==> config.mk <==
export PLATFORM = sky130hd
export DESIGN_NAME = demux_1in_2out_buf
export DESIGN_NICKNAME = d
export VERILOG_FILES = /design/src/rtl/demux_1in_2out_buf.sv
export SDC_FILE = /design/constraint.sdc
export NUM_CORES = 1
export LEC_CHECK = 0
export CAP_MARGIN = 25
export CORE_ASPECT_RATIO = 1.75
export CORE_UTILIZATION = 51
export DETAILED_ROUTE_END_ITERATION = 16
export GPL_TIMING_DRIVEN = 0
export PLACE_DENSITY = 0.79
export REMOVE_ABC_BUFFERS = 1
export SKIP_CTS_REPAIR_TIMING = 1
export SKIP_LAST_GASP = 1
export SYNTH_ARGS = -nofsm -noshare
export SYNTH_HDL_FRONTEND = slang
export SYNTH_SLANG_ARGS = --single-unit
==> constraint.sdc <==
create_clock -name Clk -period 2.95 [get_ports Clk]
set_input_delay 0.885 -clock Clk [delete_from_list [all_inputs] [get_ports Clk]]
set_output_delay 0.885 -clock Clk [all_outputs]
set_load 0.03 [all_outputs]
==> src/rtl/demux_1in_2out_buf.sv <==
// 1-to-2 demultiplexer with an independent 2-entry FIFO and a pop counter per output port.
// The Sel bit steers each accepted word into queue A (Sel=0) or queue B (Sel=1).
module demux_1in_2out_buf #(
    parameter int unsigned DB = 32,
    parameter int unsigned CW = 16
) (
    input  logic          Clk,
    input  logic          Reset,
    input  logic [DB-1:0] Dato,
    input  logic          Sel,
    input  logic          EntradaValid,
    output logic          EntradaReady,
    output logic [DB-1:0] SalidaA,
    output logic          ValidA,
    input  logic          ReadyA,
    output logic [DB-1:0] SalidaB,
    output logic          ValidB,
    input  logic          ReadyB,
    output logic [CW-1:0] CuentaA,
    output logic [CW-1:0] CuentaB
);

    // Per-port state, index 0 = port A, index 1 = port B.
    logic [1:0]    occ_q  [2];
    logic [1:0]    occ_d  [2];
    logic [DB-1:0] head_q [2];
    logic [DB-1:0] head_d [2];
    logic [DB-1:0] tail_q [2];
    logic [DB-1:0] tail_d [2];
    logic [CW-1:0] cnt_q  [2];
    logic [CW-1:0] cnt_d  [2];

    logic [1:0] dest;
    logic [1:0] full;
    logic [1:0] valid;
    logic [1:0] push;
    logic [1:0] pop;
    logic       accept;

    always_comb begin
        dest         = {Sel, ~Sel};
        full         = {occ_q[1] == 2'd2, occ_q[0] == 2'd2};
        valid        = {occ_q[1] != 2'd0, occ_q[0] != 2'd0};
        // Ready looks only at the selected queue's registered occupancy.
        EntradaReady = Sel ? ~full[1] : ~full[0];
        accept       = EntradaValid & EntradaReady;
        push         = dest & {2{accept}};
        pop          = valid & {ReadyB, ReadyA};
    end

    // Head register always holds the oldest word; tail holds the second one.
    always_comb begin
        for (int p = 0; p < 2; p++) begin
            occ_d[p]  = occ_q[p];
            head_d[p] = head_q[p];
            tail_d[p] = tail_q[p];
            cnt_d[p]  = cnt_q[p];

            case (occ_q[p])
                2'd0: begin
                    if (push[p]) begin
                        head_d[p] = Dato;
                        occ_d[p]  = 2'd1;
                    end
                end
                2'd1: begin
                    case ({push[p], pop[p]})
                        2'b11: head_d[p] = Dato;
                        2'b10: begin
                            tail_d[p] = Dato;
                            occ_d[p]  = 2'd2;
                        end
                        2'b01: occ_d[p] = 2'd0;
                        default: ;
                    endcase
                end
                2'd2: begin
                    // Push cannot occur here: ready is low while full.
                    if (pop[p]) begin
                        head_d[p] = tail_q[p];
                        occ_d[p]  = 2'd1;
                    end
                end
                default: occ_d[p] = 2'd0;
            endcase

            if (pop[p]) begin
                cnt_d[p] = cnt_q[p] + CW'(1);
            end
        end
    end

    always_ff @(posedge Clk) begin
        if (Reset) begin
            for (int p = 0; p < 2; p++) begin
                occ_q[p]  <= 2'd0;
                head_q[p] <= '0;
                tail_q[p] <= '0;
                cnt_q[p]  <= '0;
            end
        end else begin
            for (int p = 0; p < 2; p++) begin
                occ_q[p]  <= occ_d[p];
                head_q[p] <= head_d[p];
                tail_q[p] <= tail_d[p];
                cnt_q[p]  <= cnt_d[p];
            end
        end
    end

    always_comb begin
        SalidaA = head_q[0];
        SalidaB = head_q[1];
        ValidA  = valid[0];
        ValidB  = valid[1];
        CuentaA = cnt_q[0];
        CuentaB = cnt_q[1];
    end

`ifndef SYNTHESIS
    occ_legal_a : assert property (@(posedge Clk) disable iff (Reset) occ_q[0] != 2'd3);
    occ_legal_b : assert property (@(posedge Clk) disable iff (Reset) occ_q[1] != 2'd3);
    stall_stable_a : assert property (@(posedge Clk) disable iff (Reset)
        ValidA && !ReadyA |=> Reset || $stable(SalidaA));
    stall_stable_b : assert property (@(posedge Clk) disable iff (Reset)
        ValidB && !ReadyB |=> Reset || $stable(SalidaB));
`endif

endmodule

# After elaboration in Yosys (flattened, before gate mapping)
# Memories as Yosys holds them, arrays and structs flattened.
# Cells that the tools add are included.
[totals] reg_bits=0 latch_bits=0 mem_bits_rw=164 rom_bits=0 in_bits=38 out_inout_bits=99 wordCells=68 mem_count=4
[memory_table] memory="head_q" words=2 width=32 read_ports=2 rd_clocked_by_memory_dff=0 write_ports=2 line="26" rtl="logic [DB-1:0] head_q [2];"
[memory_table] memory="tail_q" words=2 width=32 read_ports=2 rd_clocked_by_memory_dff=0 write_ports=2 line="28" rtl="logic [DB-1:0] tail_q [2];"
[memory_table] memory="cnt_q" words=2 width=16 read_ports=2 rd_clocked_by_memory_dff=0 write_ports=2 line="30" rtl="logic [CW-1:0] cnt_q [2];"
[memory_table] memory="occ_q" words=2 width=2 read_ports=2 rd_clocked_by_memory_dff=0 write_ports=2 line="24" rtl="logic [1:0] occ_q [2];"
[classes] add_sub_neg=2 n_mul=0 n_div=0 magnitude_cmp=0 eq_ne=10 shift=0 n_mux=34 n_bitwise=14 n_reduce_logical=4
[op_table] operator="two-way mux 32 bit" count=14
[op_table] operator="case mux 32 bit (3 select lines)" count=2
[op_table] operator="two-way mux 16 bit" count=4
[op_table] operator="adder 16 x 1 -> 16 bit (second input constant)" count=2
[op_table] operator="equality test 2 bit (second input constant)" count=6
[op_table] operator="two-way mux 2 bit" count=6
[op_table] operator="case mux 2 bit (3 select lines)" count=2
[op_table] operator="equality test 2 x 1 -> 1 bit (second input constant)" count=4
[op_table] operator="bitwise OR 1 bit" count=8
[op_table] operator="case mux 2 bit (2 select lines)" count=2
[op_table] operator="bitwise AND 2 bit" count=2
[op_table] operator="zero test 2 bit" count=2
[op_table] operator="two-way mux 1 bit" count=4
[op_table] operator="nonzero test 2 bit" count=2
[op_table] operator="NOT 1 bit" count=3
[op_table] operator="bitwise AND 1 bit" count=1

# Logic depth before layout (Yosys ltp)
# Gate-level depths: netlist (run 1).
[logic_depth] depth_word=9 depth_mapped=12 ltp_nobuf=8

# Least setup slack after synthesis (run 1)
# OpenSTA, ideal clock, no wires.
[synth_timing] path_kind="reg-to-output" startpoint="mem occ_q[1][1], in the netlist occ_q[0][3]" endpoint="out EntradaReady" arrival_time_ns=1.465 required_time_ns=2.065 setup_slack_ns=0.600 stages_incl_launch_ff=6 n_path_buf=3 cell_sequence="dfxtp_1 -> buf_2 -> nor2b_1 -> clkbuf_1 -> clkbuf_1 -> mux2i_1"
[synth_rtl] item="start: declaration" line="24"
[synth_rtl] item="end: declaration" line="12" rtl="output logic EntradaReady,"

==> metrics.yaml, run 1 <==
clock_latency_ps: 420
maxCapViolations: 0
hold_start: "tail_q[0][27]"
synth.distinct_cells: 39
cp.required_ps: 2070
power_frac_seq: 0.460
ys_warn_count: 0
antenna_found_initial: 0
ys.flop_type: "dfxtp_1"
dp_hpwl_um: 11100
startpoint_type: "flop"
final.period_utilization: 1.00
grtUsageTotal: 0.254
max_freq_mhz: 339
arrival_ps: 2070
synth_seq_cells: 164
grt_start_max_net_pins: 86
finalHoldViolCount: 0
finalClockSkew_ps: 10.8
hold_depth: 2
seq_area_frac_synth: 0.487
drt-pass1-iter-count: 5
ff2ff_path_depth: 8
htreeDepth: 4
met1_usage: 0.267
drive_gt1_frac: 0.0664
netlist_instances: 811
cts_tree: "yes"
syn_area_per_cell_sq_um: 8.31
synth.cell_area_sq_mm: 0.00674
grt.busiest_layer: "met2"
grtUsageMet3: 0.0692
cts.sinks: 164
p_switching_w: 0.00137
die_w_um: 88.9
combPwrFrac: 0.136
cp_max_fo: 9
crit_path_start: "occ_q[0][0]"
pwr-share-clk: 0.404
core_sq_mm: 0.0129
layout.nets: 964
cts_made_buffers: 17
vdd_drop_max_v: 0.000426
wl_per_cell_um: 16.0
hold_slack_ps: 454
drtIter0Drc: 273
num_rows: 55
critPathKind: "flop to output pin"
status: "complete, but fails checks"
vias_per_cell: 5.48
clock-root-buffer: "clkbuf_16"
postPlaceCellArea_sq_mm: 0.00831
finalWirelength_um: 17700
finalSetupViolations: 1
fin_ws_ps: -0.656
grt_overflow: 0
tightest_slew_ps: 965
fin_crit_ps: 2950
diodes: 0
grt_first_pass_wirelength_um: 26900
final_area_sq_mm: 0.00894
rr_startpoint: "occ_q[0][1]"
slew-limit-headroom: 0.357
grtUsageMet2: 0.467
p_leak_nw: 3.02
synth-edff-count: 0
postRouteAntennaNets: 0
fp.dieH_um: 154
post-route-drc-count: 0
initial_core_util: 0.521
globalplace.congestion: 0.776
final_common_cell: "nand2_1"
violations: "setup timing"
io_pins: 137
maxSlewViolCount: 0
hold_path.class: "flop to flop"
synthArstFlopShare: 0
clkTransAtPathRegs_ps: 60
fp.dieArea_sq_mm: 0.0137
layout_common_cells: "210 x nand2_1, 164 x dfxtp_1, 134 x clkdlybuf4s50_1"
syn_to_final_growth_pct: 32.6
grt_pass1_vias: 5620
rsz0062_at_grt: "true"
dr_total_vias: 6060
internal-power_w: 0.00377
power.density_mw_per_mm2: 575
switching_share: 0.267
endpoint_kind: "output pin"
numPortBuffers: 136
clockBufferDepth: 2
cell usage after synthesis (7+ instances only):
master / number / area share
a211oi_1: 32 / 0.036
a21oi_1: 73 / 0.054
a311oi_1: 32 / 0.042
buf_2: 16 / 0.012
clkbuf_1: 38 / 0.021
dfxtp_1: 164 / 0.49
inv_1: 10 / 0.0056
mux2i_1: 35 / 0.052
nand2_1: 211 / 0.12
nand3_1: 7 / 0.0052
nor2_1: 93 / 0.052
nor3_1: 11 / 0.0082
nor4_1: 7 / 0.0065
xnor2_1: 15 / 0.019
xor2_1: 8 / 0.010
stage by stage:
stage	worst slack (ps)	power, W	util	TNS, ps	std cells
after floorplan	-1320	0.00275	-	-73260	751
after CTS	-580	0.00517	0.685	-769	1099
after detailed placement	-467	0.00310	0.642	-25710	1067
after global placement	-3220	0.00307	0.623	-486760	1058
after global routing	-96.3	0.00534	0.691	-96.3	1105
final	-0.656	0.00514	0.691	-0.656	1105
worst paths after layout:
check | slack (ps) | endpoint
worst max-delay path | -0.7 | ValidA
worst min register to register | 450 | tail_q[0][27]
worst max register to register | 350 | head_q[0][20]
worst min-delay path | 450 | tail_q[0][27]
area by class of cell:
class / count / area (sq um)
flip-flops and latches: 164 / 3280
clock buffers: 19 / 433
multi-input cells: 579 / 3210
repair buffers: 149 / 1640
fillers: 1060 / 4000
inverters: 10 / 37.5
well taps: 171 / 214
clock inverters: 13 / 125
logic make-up after synthesis:
family,Yosys count,synth area share
AND/OR/NAND/NOR,359,0.221
XOR/XNOR,23,0.0299
multiplexers,36,0.0537
adder cells (fa/ha/maj),5,0.00928
AO/OA/AOI/OAI,154,0.155
buffers and inverters,70,0.0442
flip-flops,164,0.487
flip-flops by register name (all words and copies together), names as in the netlist:
register,count
tail_q,64
cnt_q,32
occ_q,4
head_q,64
worst max-delay path, stage by stage (launching register included):
cell and delay [ps]:
dfxtp_1 630, or2_2 310, clkdlybuf4s50_1 720
per-layer routing:
layer	wire length, um	vias to the layer above
met3	950	23
met4	379	0
li1	-	2998
met1	6730	2873
met2	9660	166
met5	0	-
power by group through the flow:
stage                     sequential (W)  combinational [W]  clock (W)
after global placement           0.00241           0.000663          0
after global routing             0.00237           0.000751    0.00221
final                            0.00236           0.000701    0.00208
after detailed placement         0.00241           0.000689          0
after floorplan                  0.00254           0.000209          0
after CTS                        0.00236           0.000692    0.00211
No activity file was read; power rests on OpenSTA's default activity.
==> run 2: changes to the inputs <==
--- a/config.mk
+++ b/config.mk
@@ -14,2 +14,3 @@
 export REMOVE_ABC_BUFFERS = 1
+export SETUP_SLACK_MARGIN = 0.05
 export SKIP_CTS_REPAIR_TIMING = 1
--- a/constraint.sdc
+++ b/constraint.sdc
@@ -3,2 +3,2 @@
 set_output_delay 0.885 -clock Clk [all_outputs]
-set_load 0.03 [all_outputs]
+set_load 0.01 [all_outputs]
==> metrics.yaml, run 2 (synthesized netlist as in run 1, its figures left out) <==
status: "completed"
post-route-drc-count: 0  # unchanged
power.density_mw_per_mm2: 562  # -2.3%
finalPower_w: 0.00504  # -2.0%
switching_share: 0.251  # -0.0158
vias_per_cell: 5.48  # about the same
cts_made_buffers: 17  # unchanged
fin_crit_ps: 2840  # -116 ps
finalWirelength_um: 17800  # +0.43%
fin_cells: 1109  # +0.36%
p_switching_w: 0.00127  # -7.8%
finalHoldViolCount: 0  # unchanged
clockBufferDepth: 2  # unchanged
antenna_found_initial: 0  # unchanged
pwr-share-clk: 0.413  # +0.009
p_leak_nw: 3.04  # +0.71%
rsz0062_at_grt: "false"
combPwrFrac: 0.118  # -0.018
internal-power_w: 0.00377  # +0.10%
cts.sinks: 164  # unchanged
die_w_um: 88.9  # unchanged
numPortBuffers: 136  # unchanged
maxSlewViolCount: 0  # unchanged
cp_max_fo: 32  # +23
finalSetupViolations: 0  # -1
diodes: 0  # unchanged
critPathKind: "primary input to flop"
syn_to_final_growth_pct: 33.1
dr_total_vias: 6080  # +0.33%
startpoint_type: "primary input"
fp.dieH_um: 154  # unchanged
slew-limit-headroom: 0.361  # +0.00426
arrival_ps: 3150  # +1080 ps
grt_pass1_vias: 5620  # unchanged
clock_latency_ps: 420  # about the same
dp_hpwl_um: 11100  # unchanged
vdd_drop_max_v: 0.000425  # -0.39%
wl_per_cell_um: 16.1  # about the same
final.setup.tns_ps: 0  # +0.656 ps
reg.largest.list: "head_q x64, tail_q x64, cnt_q x32"
fp.dieArea_sq_mm: 0.0137  # unchanged
place_inst: 1067  # unchanged
max_freq_mhz: 353  # +4.1%
io_pins: 137  # unchanged
grtUsageTotal: 0.254  # unchanged
grt_overflow: 0  # unchanged
core_sq_mm: 0.0129  # unchanged
final.period_utilization: 0.961  # -0.0392
drive_gt1_frac: 0.0704  # +0.00398
postRouteAntennaNets: 0  # unchanged
maxCapViolations: 0  # unchanged
tightest_slew_ps: 958  # -6.39 ps
drt-pass1-iter-count: 4  # -1
grt_first_pass_wirelength_um: 26900  # unchanged
htreeDepth: 4  # unchanged
grt_start_max_net_pins: 86  # unchanged
cp.required_ps: 3270  # +1200 ps
num_rows: 55  # unchanged
hold_path.class: "flop to flop"
drtIter0Drc: 286  # +4.8%
clock-root-buffer: "clkbuf_16"
final_common_cell: "nand2_1"
layout.nets: 968  # +0.41%
finalClockSkew_ps: 11.8  # +0.940 ps
layout_common_cells: "210 x nand2_1, 164 x dfxtp_1, 134 x clkdlybuf4s50_1"
power_frac_seq: 0.469  # +0.009
clkTransAtPathRegs_ps: 60  # about the same
globalplace.congestion: 0.776  # unchanged
initial_core_util: 0.521  # unchanged
endpoint_kind: "flop"
cts_tree: "yes"
==> run 2: changes by cell type in the layout (fill, tap and decap cells not counted) <==
cell	before	now
buf_4	3	7
==> run 2: through the flow <==
| step | setup WS [ps] | instance area [sq um] | utilization | hold slack, ps |
|---|---|---|---|---|
| floorplan | -1190 | 6480 | - | 430 |
| global placement | -3220 | 8050 | 0.623 | 441 |
| detailed placement | -467 | 8310 | 0.642 | 446 |
| CTS | -466 | 8860 | 0.685 | 455 |
| global route | 6.09 | 8970 | 0.693 | 474 |
| finish | 115 | 8970 | 0.693 | 453 |
==> run 2: final cells by class <==
class | instances | area, sq um
repair buffers | 153 | 1670
clock buffers | 19 | 433
fillers | 1058 | 3970
clock inverters | 13 | 125
multi-input cells | 579 | 3210
flip-flops and latches | 164 | 3280
well taps | 171 | 214
inverters | 10 | 37.5
==> run 2: metal layers <==
layer | wire length [um] | part of all wire | global-route usage
met1 | 6690 | 0.38 | 0.267
met2 | 9730 | 0.55 | 0.467
met3 | 965 | 0.054 | 0.0692
met4 | 413 | 0.023 | 0.0945
met5 | 0 | 0 | 0
==> run 2: worst paths after layout <==
path	from	to	slack, ps	cells after the start
setup / recovery	Sel	head_q[0][21]	110	10
hold / removal	tail_q[0][21]	tail_q[0][21]	450	2
setup reg to reg	occ_q[0][1]	head_q[0][20]	350	8
hold reg to reg	tail_q[0][21]	tail_q[0][21]	450	2
==> run 2: power groups by stage <==
stage | Combinational [W] | Clock (W) | Sequential, W
finish | 0.000593 | 0.00208 | 0.00236
global route | 0.000642 | 0.00221 | 0.00237
CTS | 0.000578 | 0.00211 | 0.00236
detailed placement | 0.000574 | 0 | 0.00241
global placement | 0.000549 | 0 | 0.00241
floorplan | 0.000204 | 0 | 0.00243
==> run 2: worst max-delay path, cell delays in order <==
cell,delay [ps]
clkdlybuf4s50_1,470
nand2b_2,300
or2_2,320
inv_1,80
ha_1,160
nand3b_1,220
o221ai_4,180
buf_12,230
nor2_1,60
a211oi_1,250
